$ cat src/rtl/apb_defs.sv
// Shared APB completer definitions: FSM state encoding, bus width defaults
// and the number of completers on the bus.
package apb_defs;

  localparam int APB_DATA_WIDTH = 16;
  localparam int APB_ADDR_WIDTH = 8;
  localparam int TOTAL_SLAVES   = 1;
  localparam int WAIT_CNT_W     = 4;

  typedef enum logic [1:0] {
    ST_IDLE  = 2'd0,
    ST_WAIT  = 2'd1,
    ST_READY = 2'd2
  } apb_state_e;

endpackage

$ cat src/rtl/apb_wait_ctrl.sv
// Access-phase sequencer: counts programmed wait states, drives pready and
// flags the response-load, response-drop and commit points for the register bank.
module apb_wait_ctrl
  import apb_defs::*;
#(
  parameter int WAIT_STATES = 0
) (
  input  logic       apb_clk,
  input  logic       apb_rst,
  input  logic       setup,
  input  logic       access,
  input  logic       psel,
  output logic       pready,
  output logic       commit,
  output logic       rsp_load,
  output logic       rsp_drop,
  output apb_state_e state
);

  localparam logic [WAIT_CNT_W-1:0] WS = WAIT_CNT_W'(WAIT_STATES);

  logic [WAIT_CNT_W-1:0] cnt;

  // rsp_load marks the edge that raises pready; rsp_drop the edge that clears it.
  always_comb begin
    rsp_load = 1'b0;
    rsp_drop = 1'b0;
    commit   = 1'b0;
    case (state)
      ST_IDLE: rsp_load = setup && (WS == '0);
      ST_WAIT: begin
        if (!psel) begin
          rsp_drop = 1'b1;
        end else if (access && cnt == WAIT_CNT_W'(1)) begin
          rsp_load = 1'b1;
        end
      end
      ST_READY: begin
        if (!psel) begin
          rsp_drop = 1'b1;
        end else if (access && pready) begin
          commit   = 1'b1;
          rsp_drop = 1'b1;
        end
      end
      default: rsp_drop = 1'b1;
    endcase
  end

  always_ff @(posedge apb_clk or posedge apb_rst) begin
    if (apb_rst) begin
      state  <= ST_IDLE;
      cnt    <= '0;
      pready <= 1'b0;
    end else begin
      case (state)
        ST_IDLE: begin
          if (setup) begin
            cnt   <= WS;
            state <= (WS == '0) ? ST_READY : ST_WAIT;
          end
        end
        ST_WAIT: begin
          if (!psel) begin
            state <= ST_IDLE;
          end else if (access) begin
            if (cnt == WAIT_CNT_W'(1)) state <= ST_READY;
            else                       cnt   <= cnt - 1'b1;
          end
        end
        ST_READY: begin
          if (!psel || access) state <= ST_IDLE;
        end
        default: state <= ST_IDLE;
      endcase

      if (rsp_load)      pready <= 1'b1;
      else if (rsp_drop) pready <= 1'b0;
    end
  end

endmodule

$ cat src/rtl/apb_slave_regfile.sv
// APB completer with a local register bank (reg 0 = read-only ID) and programmable
// wait states. Define APB_PSTRB_EN to add the pstrb byte-strobe port.
module apb_slave_regfile
  import apb_defs::*;
#(
  parameter int                    DATA_WIDTH  = APB_DATA_WIDTH,
  parameter int                    ADDR_WIDTH  = APB_ADDR_WIDTH,
  parameter int                    NUM_REGS    = 16,
  parameter int                    WAIT_STATES = 0,
  parameter logic [DATA_WIDTH-1:0] ID_VALUE    = 16'hA5B0
) (
  input  logic                           apb_clk,
  input  logic                           apb_rst,
  input  logic                           psel,
  input  logic                           penable,
  input  logic                           pwrite,
  input  logic [ADDR_WIDTH-1:0]          paddr,
  input  logic [DATA_WIDTH-1:0]          pwdata,
`ifdef APB_PSTRB_EN
  input  logic [DATA_WIDTH/8-1:0]        pstrb,
`endif
  output logic [DATA_WIDTH-1:0]          prdata,
  output logic                           pready,
  output logic                           pslverr,
  output logic [NUM_REGS*DATA_WIDTH-1:0] reg_flat,
  output logic                           wr_pulse
);

  localparam int NB = DATA_WIDTH / 8;

  // Handshake: a setup cycle (psel & ~penable) is accepted only in IDLE; the
  // transfer completes on the edge where psel, penable and pready are all high.
  logic            setup, access, accept, commit, rsp_load, rsp_drop;
  apb_state_e      fsm_state;
  logic [ADDR_WIDTH-1:0] paddr_q, eff_addr;
  logic            pwrite_q, eff_write, err_now, wr_commit;
  logic [DATA_WIDTH-1:0] pwdata_q, rd_val;
  logic [NB-1:0]   wr_strb;
  logic [DATA_WIDTH-1:0] rw_q     [1:NUM_REGS-1];
  logic [DATA_WIDTH-1:0] reg_view [NUM_REGS];

  assign setup  = psel && !penable;
  assign access = psel && penable;
  assign accept = setup && (fsm_state == ST_IDLE);

  apb_wait_ctrl #(.WAIT_STATES(WAIT_STATES)) u_wait_ctrl (
    .apb_clk  (apb_clk),
    .apb_rst  (apb_rst),
    .setup    (setup),
    .access   (access),
    .psel     (psel),
    .pready   (pready),
    .commit   (commit),
    .rsp_load (rsp_load),
    .rsp_drop (rsp_drop),
    .state    (fsm_state)
  );

  function automatic logic addr_ok(input logic [ADDR_WIDTH-1:0] a);
    return 32'(a) < 32'(NUM_REGS);
  endfunction

  always_ff @(posedge apb_clk or posedge apb_rst) begin
    if (apb_rst) begin
      paddr_q  <= '0;
      pwrite_q <= 1'b0;
      pwdata_q <= '0;
    end else if (accept) begin
      paddr_q  <= paddr;
      pwrite_q <= pwrite;
      pwdata_q <= pwdata;
    end
  end

  // With zero wait states the response loads on the setup edge itself, so the
  // live bus fields are decoded there instead of the latched copies.
  assign eff_addr  = accept ? paddr  : paddr_q;
  assign eff_write = accept ? pwrite : pwrite_q;

`ifdef APB_PSTRB_EN
  logic [NB-1:0] strb_q, eff_strb;

  always_ff @(posedge apb_clk or posedge apb_rst) begin
    if (apb_rst)     strb_q <= '0;
    else if (accept) strb_q <= pstrb;
  end

  assign eff_strb = accept ? pstrb : strb_q;
  assign wr_strb  = strb_q;
  assign err_now  = !addr_ok(eff_addr) || (eff_write && eff_addr == '0) ||
                    (!eff_write && eff_strb != '0);
`else
  assign wr_strb  = '1;
  assign err_now  = !addr_ok(eff_addr) || (eff_write && eff_addr == '0);
`endif

  // pslverr was captured with pready, so it still qualifies the write at commit.
  assign wr_commit = commit && pwrite_q && !pslverr;

  always_comb begin
    rd_val = '0;
    for (int i = 0; i < NUM_REGS; i++) begin
      if (32'(eff_addr) == 32'(i)) rd_val = reg_view[i];
    end
  end

  always_ff @(posedge apb_clk or posedge apb_rst) begin
    if (apb_rst) begin
      prdata   <= '0;
      pslverr  <= 1'b0;
      wr_pulse <= 1'b0;
    end else begin
      wr_pulse <= wr_commit;
      if (rsp_load) begin
        prdata  <= (eff_write || err_now) ? '0 : rd_val;
        pslverr <= err_now;
      end else if (rsp_drop) begin
        pslverr <= 1'b0;
      end
    end
  end

  always_ff @(posedge apb_clk or posedge apb_rst) begin
    if (apb_rst) begin
      for (int i = 1; i < NUM_REGS; i++) rw_q[i] <= '0;
    end else if (wr_commit) begin
      for (int i = 1; i < NUM_REGS; i++) begin
        if (32'(paddr_q) == 32'(i)) begin
          for (int b = 0; b < NB; b++) begin
            if (wr_strb[b]) rw_q[i][b*8 +: 8] <= pwdata_q[b*8 +: 8];
          end
        end
      end
    end
  end

  assign reg_view[0] = ID_VALUE;
  for (genvar g = 1; g < NUM_REGS; g++) begin : g_view
    assign reg_view[g] = rw_q[g];
  end
  for (genvar g = 0; g < NUM_REGS; g++) begin : g_flat
    assign reg_flat[g*DATA_WIDTH +: DATA_WIDTH] = reg_view[g];
  end

endmodule

$ cat config.mk
export PLATFORM = sky130hd
export DESIGN_NAME = apb_slave_regfile
export DESIGN_NICKNAME = d
export VERILOG_FILES = /design/src/rtl/apb_defs.sv /design/src/rtl/apb_wait_ctrl.sv /design/src/rtl/apb_slave_regfile.sv
export SDC_FILE = /design/constraint.sdc
export NUM_CORES = 1
export LEC_CHECK = 0
export ABC_AREA = 1
export CORE_MARGIN = 3
export CORE_UTILIZATION = 50
export DETAILED_ROUTE_END_ITERATION = 7
export GPL_ROUTABILITY_DRIVEN = 0
export GPL_TIMING_DRIVEN = 0
export PLACE_DENSITY = 0.8
export SYNTH_ARGS = -nofsm -noshare
export SYNTH_HDL_FRONTEND = slang
export SYNTH_SLANG_ARGS = --single-unit
$ cat constraint.sdc
create_clock -name apb_clk -period 13.6 [get_ports apb_clk]
set_input_delay 2.72 -clock apb_clk [delete_from_list [all_inputs] [get_ports apb_clk]]
set_output_delay 2.72 -clock apb_clk [all_outputs]
set_load 0.02 [all_outputs]
==> flow_summary_export.csv <==
group,metric,value,unit
outcome,status,"finished, final reports clean",
synthesis,synthAdderAreaFrac,0,%
layout,fin_cells,2232,
clocking,clock_latency,0.54,ns
layout,drive_gt1_share,7.47,%
layout,area_growth,34.1,%
synthesis,muxShareOfSynthArea,0,%
die,die_width,166,um
synthesis,synth_top_family_by_area,"simple AND/OR/NAND/NOR gates",
critical_path,worst_ep_required_time,14.03,ns
power_and_ir_drop,combPwrFrac,9.7,%
global_routing,grt_pass1_vias,12100,
synthesis,ys_types,32,
die,num_rows,58,
timing,drv_slew,0,
global_routing,grt_max_degree,114,
power_and_ir_drop,ir_drop,0.0654,mV
drt,wl,47500,um
synthesis,synth_top_area_cell,"dfrtp_1",
drt,dr.pass1.iters,6,
power_and_ir_drop,p_clk_share,44.0,%
run,drv_cap,0,
synthesis,synth_compound_area_share,11.7,%
timing,worst_slew_pin_slew,0.936,ns
drt,remaining_drc_errors,0,
power_and_ir_drop,p_int,0.00138,W
drt,routed-via-count,12800,
critical_path,worstSetupPathType,"in -> reg",
die,die_area,27700,um2
clocking,cts_setup_buffers,0,
die,io_pins,304,
synthesis,synth_async_sr_flop_share,100,%
power_and_ir_drop,p_sw,0.000489,W
synthesis,synthesis.instances,1546,
synthesis,ys_seq_area_share,55.4,%
synthesis,synth_commonest_cells,"481 x nand2_1, 285 x dfrtp_1, 261 x o21ai_0, 103 x nor2_1, 82 x inv_1",
synthesis,syn_area,12900,um2
drt,drt_iter0_drc,1811,
global_routing,grt_pass1_wl,71400,um
synthesis,synthSimpleGateAreaFrac,26.0,%
die,initial_core_util,51.0,%
synthesis,synth_seq_cells,285,
power_and_ir_drop,swShare,26.1,%
layout,diodes,0,
timing,finalHoldViolCount,0,
timing,fin_crit,5.39,ns
clocking,cts-resized-gates,0,
global_routing,antenna_found_initial,0,
timing,tns,0,ns
critical_path,start_kind,"input port",
synthesis,yosys-top-cells-area,"dfrtp_1 55%, nand2_1 14%, o21ai_0 10%",
drt,wl_per_cell,21.3,um
layout,seq_area,7130,um2
clocking,cts_sinks,285,
drt,avgViaCountPerCell,5.75,
clocking,clockBufferDepth,3,
timing,finalSetupViolations,0,
clocking,cts_root_buf,"clkbuf_16",
power_and_ir_drop,seqPwrFrac,46.4,%
die,core_area,25300,um2
timing,fmax,0.186,GHz
clocking,clk_pin_slew,0.06,ns
layout,nets,1909,
critical_path,endpoint_kind,"register",
clocking,htree_levels,1,
global_routing,globalRouteTotalUtil,33.0,%
layout,final_util,68.4,%
placed_design,port_buffers,287,
timing,fin_skew,0.0112,ns
clocking,cts_tree,"yes",
power_and_ir_drop,p_leak,7.57,nW
clocking,cts_buffers,29,
layout,multiInputGateArea,4910,um2
placed_design,post-place-cells,2179,
timing,fin_crit_sh,39.6,%
die,chipHeight,166,um
critical_path,cp.arrival,5.82,ns
timing,whs,0.481,ns
timing,slew_headroom,37.1,%
critical_path,path_max_fanout,10,
synthesis,yosysTopAreaCellShare,55.4,%
synthesis,synth_ff_type,"dfrtp_1",
power_and_ir_drop,cellPowerDensity,108,nW/um2
power_and_ir_drop,finalPower,0.00187,W
clocking,cts-hold-fix-buffers,0,
synthesis,avgSynthCellArea,8.33,um2
hold_path,hold_path.class,"reg -> reg",
synthesis,synth_warnings,0,
synthesis,synth-xor-area-share,0,%
global_routing,overflow,0,
placed_design,dpl.hpwl,34800,um
timing,rsz0062_at_grt,"false",
synthesis,synth_edf_count,0,
layout,fillCellCount,1984,
drt,ant_nets,0,
synthesis,yosysMostFrequentCell,"nand2_1",
critical_path,r2r_slack,10.53,ns
cells in the final DEF (no fill, tap or decap), types with 8 or more instances in the layout:
master	netlist	routed
buf_4	19	19
clkbuf_1	69	72
inv_1	82	81
or2_0	15	15
nor2_4	9	9
dfrtp_1	285	285
a21oi_1	17	17
nand3_1	58	58
clkbuf_8	0	10
nor3_1	19	19
nor2_1	103	103
nand4_1	49	49
o21ai_0	261	261
clkdlybuf4s50_1	0	287
conb_1	2	16
o2111ai_1	8	8
nand2_1	481	481
clkbuf_16	0	29
inv_2	14	14
buf_2	14	14
area by class of cell:
class	count	share of cell area (%)
Sequential cell	285	41.3
Clock inverter	11	0.660
Inverter	96	2.13
Timing Repair Buffer	289	17.0
Multi-Input combinational cell	1072	28.4
Tap cell	330	2.39
Clock buffer	42	5.07
Buffer	107	3.06
worst max-delay path: stages:
cell,delay [ns]
clkdlybuf4s50_1,0.59
inv_2,0.08
nor2_4,0.19
nand3_1,0.16
nand2_2,0.13
inv_2,0.08
nand2_1,0.20
nor2_4,0.09
buf_4,0.18
nand3_1,0.07
nand3_1,0.13
nor2_1,0.19
nand4_1,0.18
nand2_1,0.17
nand4_1,0.16
nor2_1,0.22
nand3_1,0.14
nand2_1,0.08
nand2_1,0.05
per-layer routing:
layer	routed length (um)	part of all wire (%)	global-route usage [%]
met4	2680	5.6	15.4
met5	0	0	0
met3	5480	12	6.31
met2	21400	45	51.7
met1	17800	38	44.9
registers in the layout, summed over array words and instances (netlist names):
| register | flops |
|---|---|
| u_wait_ctrl.state | 1 |
| u_wait_ctrl.pready | 1 |
| wr_pulse | 1 |
| prdata | 16 |
| paddr_q | 8 |
| pwrite_q | 1 |
| pslverr | 1 |
| reg_flat | 240 |
| pwdata_q | 16 |
power by group through the flow:
stage / clock, W / combinational (W) / sequential, W
finish: 0.000822 / 0.000181 / 0.000867
global route: 0.000858 / 0.000189 / 0.000868
CTS: 0.000824 / 0.000176 / 0.000867
detailed placement: 0 / 0.000174 / 0.000882
global placement: 0 / 0.000168 / 0.000883
floorplan: 0 / 0.0000951 / 0.000883
stage by stage:
step | setup WS, ns | cell area (um2)
floorplan | 3.02 | 12900
global placement | -0.192 | 16200
detailed placement | 7.83 | 16300
CTS | 8.37 | 17300
global route | 8.04 | 17300
finish | 8.21 | 17300
logic make-up (layout without fill, tap and decap cells):
| logic type | after synthesis | after routing |
|---|---|---|
| AND/OR/NAND/NOR | 765 | 765 |
| AO/OA/AOI/OAI | 291 | 291 |
| flip-flops | 285 | 285 |
| buffers and inverters | 203 | 545 |
| other | 2 | 16 |
final timing paths:
path | start | endpoint | cells past startpoint
setup reg to reg | u_wait_ctrl.state[1] | prdata[4] | 19
max in group asynchronous | apb_rst | reg_flat[161] | 3
min in group asynchronous | apb_rst | reg_flat[83] | 2
hold / removal | prdata[12] | prdata[12] | 2
hold reg to reg | prdata[12] | prdata[12] | 2
setup / recovery | psel | prdata[4] | 19
Power figures use the tool's default switching activity.
